[config.mk]
export PLATFORM = sky130hd
export DESIGN_NAME = mux_rr_arbiter
export DESIGN_NICKNAME = d
export VERILOG_FILES = /design/src/rtl/mux_pkg.sv /design/src/rtl/Multiplexer_MxN.sv /design/src/rtl/mux_rr_arbiter.sv
export SDC_FILE = /design/constraint.sdc
export NUM_CORES = 1
export LEC_CHECK = 0
export ABC_AREA = 1
export ABC_CLOCK_PERIOD_IN_PS = 3100
export CAP_MARGIN = 20
export CELL_PAD_IN_SITES_DETAIL_PLACEMENT = 1
export CELL_PAD_IN_SITES_GLOBAL_PLACEMENT = 1
export CORE_MARGIN = 10
export CORE_UTILIZATION = 30
export CTS_BUF_LIST = sky130_fd_sc_hd__clkbuf_2 sky130_fd_sc_hd__clkbuf_4 sky130_fd_sc_hd__clkbuf_8
export CTS_CLUSTER_SIZE = 30
export DETAILED_ROUTE_END_ITERATION = 8
export GPL_ROUTABILITY_DRIVEN = 0
export PLACE_DENSITY_LB_ADDON = 0.1
export SYNTH_ARGS = -nofsm -noshare
export SYNTH_HDL_FRONTEND = slang
export SYNTH_SLANG_ARGS = --single-unit
[constraint.sdc]
create_clock -name clk -period 3.1 [get_ports clk]
set_clock_uncertainty 0.05 [all_clocks]
set_input_delay 0.62 -clock clk [delete_from_list [all_inputs] [get_ports clk]]
set_output_delay 0.62 -clock clk [all_outputs]
set_load 0.01 [all_outputs]
[src/rtl/mux_pkg.sv]
`default_nettype none
// +------------------------------------------------------------------+
// | mux_pkg : shared types and helpers for the mux/arbiter slice     |
// | Revision: 1.0                                                    |
// +------------------------------------------------------------------+
package mux_pkg;

  typedef enum logic {ARB_IDLE, ARB_BUSY} arb_state_t;

  // Select width for m inputs; a single input still needs a 1-bit select.
  function automatic int sel_width(input int m);
    return (m > 1) ? $clog2(m) : 1;
  endfunction

endpackage
`default_nettype wire

[src/rtl/Multiplexer_MxN.sv]
`default_nettype none
// +------------------------------------------------------------------+
// | Multiplexer_MxN : M-way N-bit mux over a flat bus {chM..ch1}     |
// | Revision: 1.0                                                    |
// +------------------------------------------------------------------+
module Multiplexer_MxN
  import mux_pkg::*;
#(
  parameter int M     = 8,
  parameter int N     = 5,
  parameter int SEL_W = sel_width(M)
) (
  input  logic [M*N-1:0] in_data,
  input  logic [SEL_W-1:0] sel,
  output logic [N-1:0]   out_data
);

  // Out-of-range selects (non-power-of-2 M) yield zero.
  always_comb begin
    out_data = '0;
    for (int i = 0; i < M; i++) begin
      if (sel == SEL_W'(i)) begin
        out_data = in_data[i*N +: N];
      end
    end
  end

endmodule
`default_nettype wire

[src/rtl/mux_rr_arbiter.sv]
`default_nettype none
// +------------------------------------------------------------------+
// | mux_rr_arbiter : round-robin arbiter sharing one N-bit channel   |
// | between M requesters with a registered valid/ready output.       |
// | Revision: 1.0                                                    |
// +------------------------------------------------------------------+
module mux_rr_arbiter
  import mux_pkg::*;
#(
  parameter int M     = 8,
  parameter int N     = 5,
  parameter int SEL_W = sel_width(M)
) (
  input  logic             clk,
  input  logic             rst,
  input  logic [M-1:0]     req,
  input  logic [M*N-1:0]   ch_data,
  output logic [M-1:0]     in_ack,
  output logic [M-1:0]     grant,
  output logic [SEL_W-1:0] select,
  output logic             out_valid,
  input  logic             out_ready,
  output logic [N-1:0]     out_data
);

  // First set bit of cand at or after ptr; the doubled vector handles wrap for any M.
  function automatic logic [SEL_W-1:0] rr_pick(input logic [M-1:0] cand,
                                               input logic [SEL_W-1:0] ptr);
    logic [2*M-1:0] dbl;
    logic           found;
    rr_pick = '0;
    found   = 1'b0;
    dbl     = {cand, cand};
    for (int i = 0; i < 2*M; i++) begin
      if (!found && dbl[i] && (i >= int'(ptr))) begin
        found   = 1'b1;
        rr_pick = (i >= M) ? SEL_W'(i - M) : SEL_W'(i);
      end
    end
  endfunction

  arb_state_t       r_state;
  logic [SEL_W-1:0] r_prio_ptr;
  logic [M-1:0]     r_grant;
  logic [SEL_W-1:0] r_select;
  logic [N-1:0]     r_out_data;
  logic             r_out_valid;

  logic             w_hs;
  logic [SEL_W-1:0] w_ptr_next;
  logic [SEL_W-1:0] w_ptr;
  logic [M-1:0]     w_cand;
  logic [SEL_W-1:0] w_pick;
  logic [N-1:0]     w_mux_data;

  assign w_hs       = r_out_valid & out_ready;
  assign w_ptr_next = (r_select == SEL_W'(M - 1)) ? '0 : r_select + 1'b1;
  // On a handshake the re-arbitration already sees the rotated pointer.
  assign w_ptr      = w_hs ? w_ptr_next : r_prio_ptr;
  assign w_cand     = (r_state == ARB_IDLE) ? req : (req & ~r_grant);
  assign w_pick     = rr_pick(w_cand, w_ptr);

  Multiplexer_MxN #(
    .M     (M),
    .N     (N),
    .SEL_W (SEL_W)
  ) u_mux (
    .in_data  (ch_data),
    .sel      (w_pick),
    .out_data (w_mux_data)
  );

  always_ff @(posedge clk or posedge rst) begin
    if (rst) begin
      r_state     <= ARB_IDLE;
      r_prio_ptr  <= '0;
      r_grant     <= '0;
      r_select    <= '0;
      r_out_data  <= '0;
      r_out_valid <= 1'b0;
    end else begin
      case (r_state)
        ARB_IDLE: begin
          if (|w_cand) begin
            r_grant     <= M'(1) << w_pick;
            r_select    <= w_pick;
            r_out_data  <= w_mux_data;
            r_out_valid <= 1'b1;
            r_state     <= ARB_BUSY;
          end
        end
        ARB_BUSY: begin
          if (w_hs) begin
            r_prio_ptr <= w_ptr_next;
            if (|w_cand) begin
              r_grant    <= M'(1) << w_pick;
              r_select   <= w_pick;
              r_out_data <= w_mux_data;
            end else begin
              r_grant     <= '0;
              r_out_valid <= 1'b0;
              r_state     <= ARB_IDLE;
            end
          end
        end
        default: r_state <= ARB_IDLE;
      endcase
    end
  end

  assign in_ack    = w_hs ? r_grant : '0;
  assign grant     = r_grant;
  assign select    = r_select;
  assign out_valid = r_out_valid;
  assign out_data  = r_out_data;

endmodule
`default_nettype wire

; ---- Word-level counts from Yosys, hierarchy flattened
; Index checks and enable logic that the tools add are counted.
[totals]
out_inout_bits = 25
reg_bits = 21
word_cells = 130
[op_classes]
n_eq_ne = 11
magnitude_cmp = 7
addsub = 1
n_shift = 1
n_reduce_logical = 41
n_bitwise = 4
muxes = 59
[op_table]
columns = cell, n
row1 = 2-to-1 mux 5 bit, 10
row2 = 2-to-1 mux 3 bit, 16
row3 = 2-to-1 mux 8 bit, 5
row4 = logical AND 1 bit, 22
row5 = 2-to-1 mux 1 bit, 21
row6 = one-hot mux 8 bit (2 select lines), 1
row7 = equality test 3 bit (second input constant), 5
row8 = logical NOT 1 bit, 15
row9 = one-hot mux 5 bit (2 select lines), 1
row10 = >= comparator 3 bit (first input constant), 3
row11 = bitwise AND 8 bit, 1
row12 = NOT 8 bit, 1
row13 = OR reduction 8 bit, 1
row14 = left shift 1 x 3 -> 8 bit (first input constant), 1
row15 = equality test 3 x 2 -> 1 bit (second input constant), 2
row16 = >= comparator 1 x 3 -> 1 bit (first input constant), 2
row17 = >= comparator 2 x 3 -> 1 bit (first input constant), 2
row18 = one-hot mux 3 bit (2 select lines), 1
row19 = 2-to-1 mux 2 bit, 2
row20 = != test 2 x 1 -> 1 bit (second input constant), 2
row21 = one-hot mux 1 bit (2 select lines), 2
row22 = adder 3 x 1 -> 3 bit (second input constant), 1
row23 = equality test 3 x 1 -> 1 bit (second input constant), 1
row24 = logical NOT 3 bit, 1
row25 = other kinds (5), 5

; ---- Logic depth before layout (Yosys ltp)
[logic_depth]
ltp_word = 69
depth_mapped = 23
ltp_nobuf = 23

; ---- Hierarchy
; From an unflattened synthesis, not the netlist that was laid out.
[hier_totals]
hier_cells = 274
hier_area_um2 = 1809.2
[by_module_without_submodules]
columns = mod, instances, cells_per_inst, area_each_um2
row1 = mux_rr_arbiter, 1, 202, 1461.4
row2 = Multiplexer_MxN, 1, 72, 347.8

; ---- Least setup slack after synthesis
; Ideal clock, no wire load.
[synth_timing]
path_type = reg2reg
start = register r_select[0] (netlist: select[0])
end = register r_out_data[0] (netlist: out_data[0])
t_required_ps = 2934
path_buffers = 1
setup_slack_ps = 394
synth_period_minus_slack_ps = 2706
path_stages_with_launch = 21
setup_time_ps = 116
t_arrival_ps = 2540
path_cell_list = dfrtp_1 ha_1 ha_1 nand3_1 nand2_2 inv_2 nand2_1 nand2_4 nor2_4 nand4_4 nor3_2 o31ai_1 nand2_2 inv_2 buf_6 nand2_1 nor2_1 nor2_1 nand4_1 nand2_1 nand2_1
[synth_between]
elab_chain_cells = 69
[synth_rtl]
columns = item, line
row1 = "start, declared", mux_rr_arbiter.sv:45  ; logic [SEL_W-1:0] r_select;
row2 = "start signal, assigned", mux_rr_arbiter.sv:86  ; r_select <= w_pick;
row3 = "start signal, assigned", mux_rr_arbiter.sv:97  ; r_select <= w_pick;
row4 = adder 3 x 1 -> 3 bit or equality test 3 bit (tied branches), mux_rr_arbiter.sv:57  ; assign w_ptr_next = (r_select == SEL_W'(M - 1)) ? '0 : r_select + 1'b1;
row5 = 2-to-1 mux 3 bit (*), mux_rr_arbiter.sv:57
row6 = 2-to-1 mux 3 bit (*), n/a
row7 = >= comparator 1 x 3 -> 1 bit, mux_rr_arbiter.sv:35  ; if (!found && dbl[i] && (i >= int'(ptr))) begin
row8 = logical AND 1 bit, mux_rr_arbiter.sv:35
row9 = 2-to-1 mux 1 bit, mux_rr_arbiter.sv:35
row10 = logical NOT 1 bit, mux_rr_arbiter.sv:35
row11 = logical AND 1 bit (2 in series), mux_rr_arbiter.sv:35
row12 = (+46 left out), n/a
row13 = logical AND 1 bit, mux_rr_arbiter.sv:35
row14 = 2-to-1 mux 3 bit (*), mux_rr_arbiter.sv:35
row15 = logical NOT 3 bit, Multiplexer_MxN.sv:22  ; if (sel == SEL_W'(i)) begin
row16 = 2-to-1 mux 5 bit (7 in series), Multiplexer_MxN.sv:22
row17 = 2-to-1 mux 5 bit (*), Multiplexer_MxN.sv:22
row18 = 2-to-1 mux 5 bit (*), "mux_rr_arbiter.sv:84, mux_rr_arbiter.sv:95"
row19 = 2-to-1 mux 5 bit, mux_rr_arbiter.sv:93  ; if (w_hs) begin
row20 = one-hot mux 5 bit (2 select lines) (*), mux_rr_arbiter.sv:82  ; case (r_state)
row21 = "end signal, assigned", mux_rr_arbiter.sv:87  ; r_out_data <= w_mux_data;
row22 = "end signal, assigned", mux_rr_arbiter.sv:98  ; r_out_data <= w_mux_data;
row23 = "end, declared", mux_rr_arbiter.sv:46  ; logic [N-1:0] r_out_data;
; Mark *: on every way between the ends. The rest lies on a longest branch, timed or not. The select of a mux whose other input is x is not followed.
; A chain may end at the register's enable or synchronous reset.

; ---- Worst setup path after layout
[layout_timing]
start = register r_select[1] (netlist: select[1])
end = register r_out_data[3] (netlist: out_data[3])
; Same word-level chain as after synthesis.

==> run summary <==
DR pass1 iterations - 4
Min-Delay Endpoint - out_data[0]$_DFFE_PP0P_
Total wire length - 7.89 mm
R2R Setup Slk - 80 ps
Commonest non-fill, non-tap cell in the layout - clkdlybuf4s50_1
Die Y - 98.7 µm
Die area - 0.00975 mm²
Startpoint of the worst register-to-register path - select[1]$_DFFE_PP0P_
Final setup TNS - 0 ps
Port Buffer Count - 75
Area contributors post-synth - dfrtp_1 (28%), nand2_1 (12%), inv_1 (7.5%)
Fin crit share - 97.5%
Post-synth top area cell - dfrtp_1
H-tree Lvls - 1
Setup crit end kind - register
Leak - 1.46 nW
Clk_lat worst skew - 280 ps
WS Path Type - register to register
Area growth syn-to-layout - 74.0%
Initial Utilization - 31.2%
Crit-path max FO - 6
Setup WS pre-CTS - -454 ps
Seq/Total Area, Yosys - 28.3%
Mux share of post-synthesis cell area - 0%
Slew @ Worst Pin - 894 ps
Largest family of logic cells by synthesized area - simple AND/OR/NAND/NOR gates
Distinct cell type count after synthesis - 33
Ys Warns - 0
Syn avg cell area - 6.86 µm²
Share of cells above drive strength 1 - 29.2%
CTS tree - built
Required time of the critical path - 3270 ps
CTS root buf - clkbuf_8
Adder-cell share of the synthesized area - 1.35%
Most frequent cells in the layout - clkdlybuf4s50_1 (74), nand2_1 (51), buf_4 (41), inv_1 (36), nor2_1 (29)
Fillers - 781
Outcome - finished, final reports clean
Top-area cell type share of the netlist area - 28.3%
Die width - 98.7 µm
Clk buf depth - 2
Remaining DRCs - 0
Cells after Synth - 271
Worst R2R End - out_data[3]$_DFFE_PP0P_
Startpoint types - register
Compound-gate portion of the synthesized area - 10.4%
Initial antenna violation count - 0
Setup slack after layout - 79.0 ps
Worst Hold Class - register to register
Number of hold buffers added after CTS - 0
Gr usage total - 15.2%
# IOs - 76
Worst-path clk slew - 100 ps
Pin count of the biggest net entering global routing - 22
DPL Wire Length - 6.29 mm
Simple-gate share of the synthesized area - 48.3%
Core area - 0.00596 mm²
Clk sinks - 21
F_max - 331 MHz
Hold_sp - out_data[0]$_DFFE_PP0P_
#FFs+latches synth - 21
Unrepaired setup endpoints after global routing - true
Via count - 2256
Critical path data arrival time - 3190 ps
DR iter-0 viols - 75
Number of global-route vias before repair - 2532
Xor/xnor share of the synthesized area - 0%
Design area - 0.00323 mm²
Final hold slack - 439 ps
Final Critical Period - 3020 ps
Count of final setup violators - 0
Reg2reg path depth - 20
Peak supply drop - 0.000419 V
Slew Limit Fails - 0
Syn nets - 324
Rel. slew slack - 40.3%
WL/cell - 16.9 µm
Power Density - 987 mW/mm²
FP Rows - 28
Post-synthesis cell area - 0.00186 mm²
Net count, final - 445
Post-Route Utilization - 54.3%
Congestion Overflow GR - 0
First-pass GRT wire length - 12.4 mm
Post-Place Cell Area - 0.00293 mm²
Hold path cells - 2
ANT cells - 0
Routed Antenna Nets - 0
Final hold vios - 0
Num CTS Buffers - 3
Max-Cap Viols - 0
Post-DR vias/cell - 4.84
## logic make-up after synthesis
logic type	Yosys count
AO/OA/AOI/OAI	32
adder cells (fa/ha/maj)	2
buffers and inverters	50
flip-flops	21
AND/OR/NAND/NOR	166
## repair_timing
action / CTS / global route
setup endpoints to repair: 7 / 10
pin swaps: 7 / 23
setup buffers: 8 / 5
gates resized for setup: 5 / 35
## power breakdown
part	internal (mW)	total, mW	switching, mW
Clock	0.0911	0.197	0.106
Sequential	0.385	0.470	0.0851
Combinational	1.16	2.53	1.36
## metal layers
metal	routed length, µm	vias to the layer above	global-route usage, %
met5	0	-	0
met4	143	0	3.75
met3	472	10	4.19
met2	4020	56	28.0
met1	3250	1072	16.7
li1	-	1118	-
## how the worst max path moves through the flow
stage / start / end / slack (ps) / cells after the start
2_1_floorplan: select[0]$_DFFE_PP0P_ / out_data[0]$_DFFE_PP0P_ / 390 / 20
3_3_place_gp: out_ready / out_data[4]$_DFFE_PP0P_ / -310 / 20
3_5_place_dp: out_ready / out_data[4]$_DFFE_PP0P_ / -450 / 20
4_1_cts: select[0]$_DFFE_PP0P_ / out_data[4]$_DFFE_PP0P_ / 10 / 20
5_1_grt: select[1]$_DFFE_PP0P_ / out_data[3]$_DFFE_PP0P_ / -100 / 20
6_report: select[1]$_DFFE_PP0P_ / out_data[3]$_DFFE_PP0P_ / 80 / 20
## cell usage after synthesis
library cell,count
o21ai_2,4
nand3_2,3
inv_4,1
clkinv_1,2
nand2_2,8
nor3_4,1
nor2_8,1
buf_2,2
nand3_1,21
nor2_4,5
nor2_1,35
inv_2,2
dfrtp_1,21
ha_1,2
inv_1,37
a41oi_1,1
o21ai_0,12
nand4_1,18
nor2_2,7
nor3_2,1
nand2_1,57
a21oi_1,1
a31oi_1,2
buf_6,3
nand4_4,1
buf_4,1
o21ai_1,8
nand3b_1,1
nand2_4,7
o32ai_1,1
clkbuf_1,2
a21boi_1,2
o31ai_1,1
## final cells by class
type | count | area [µm²] | area share [%]
repair buffers | 124 | 1160 | 35.9
clock inverters | 1 | 7.51 | 0.232
inverters | 42 | 163 | 5.03
flip-flops and latches | 21 | 526 | 16.2
well taps | 75 | 93.8 | 2.90
multi-input cells | 200 | 1240 | 38.4
clock buffers | 3 | 41.3 | 1.28
## critical path, stage by stage, from the launching register on
cell and delay (ps):
dfrtp_1 400, ha_2 200, ha_4 280, nand3_4 100, nand2_8 120, nor2_4 50, nand2_1 80, nand2_2 80
nor2_4 130, nand4_4 130, nor3_4 280, nand3_2 150, nor2_4 150, nor2_4 60, nor2_1 130, nand2_2 140
nor2_1 120, nor2_1 50, nand4_1 140, nand2_1 70, nand2_1 60
## sequential cells by signal, summed over array words and instances, names as in the netlist
signal and count:
grant 8, out_data 5, out_valid 1, r_prio_ptr 3, r_state 1, select 3
## per-stage QoR
stage                     power, mW  std cells
after floorplan                1.73        271
after global placement         2.61        449
after detailed placement       2.66        449
after CTS                      2.98        461
after global routing           3.47        466
final                          3.19        466
No activity file was read; power rests on OpenSTA's default activity.
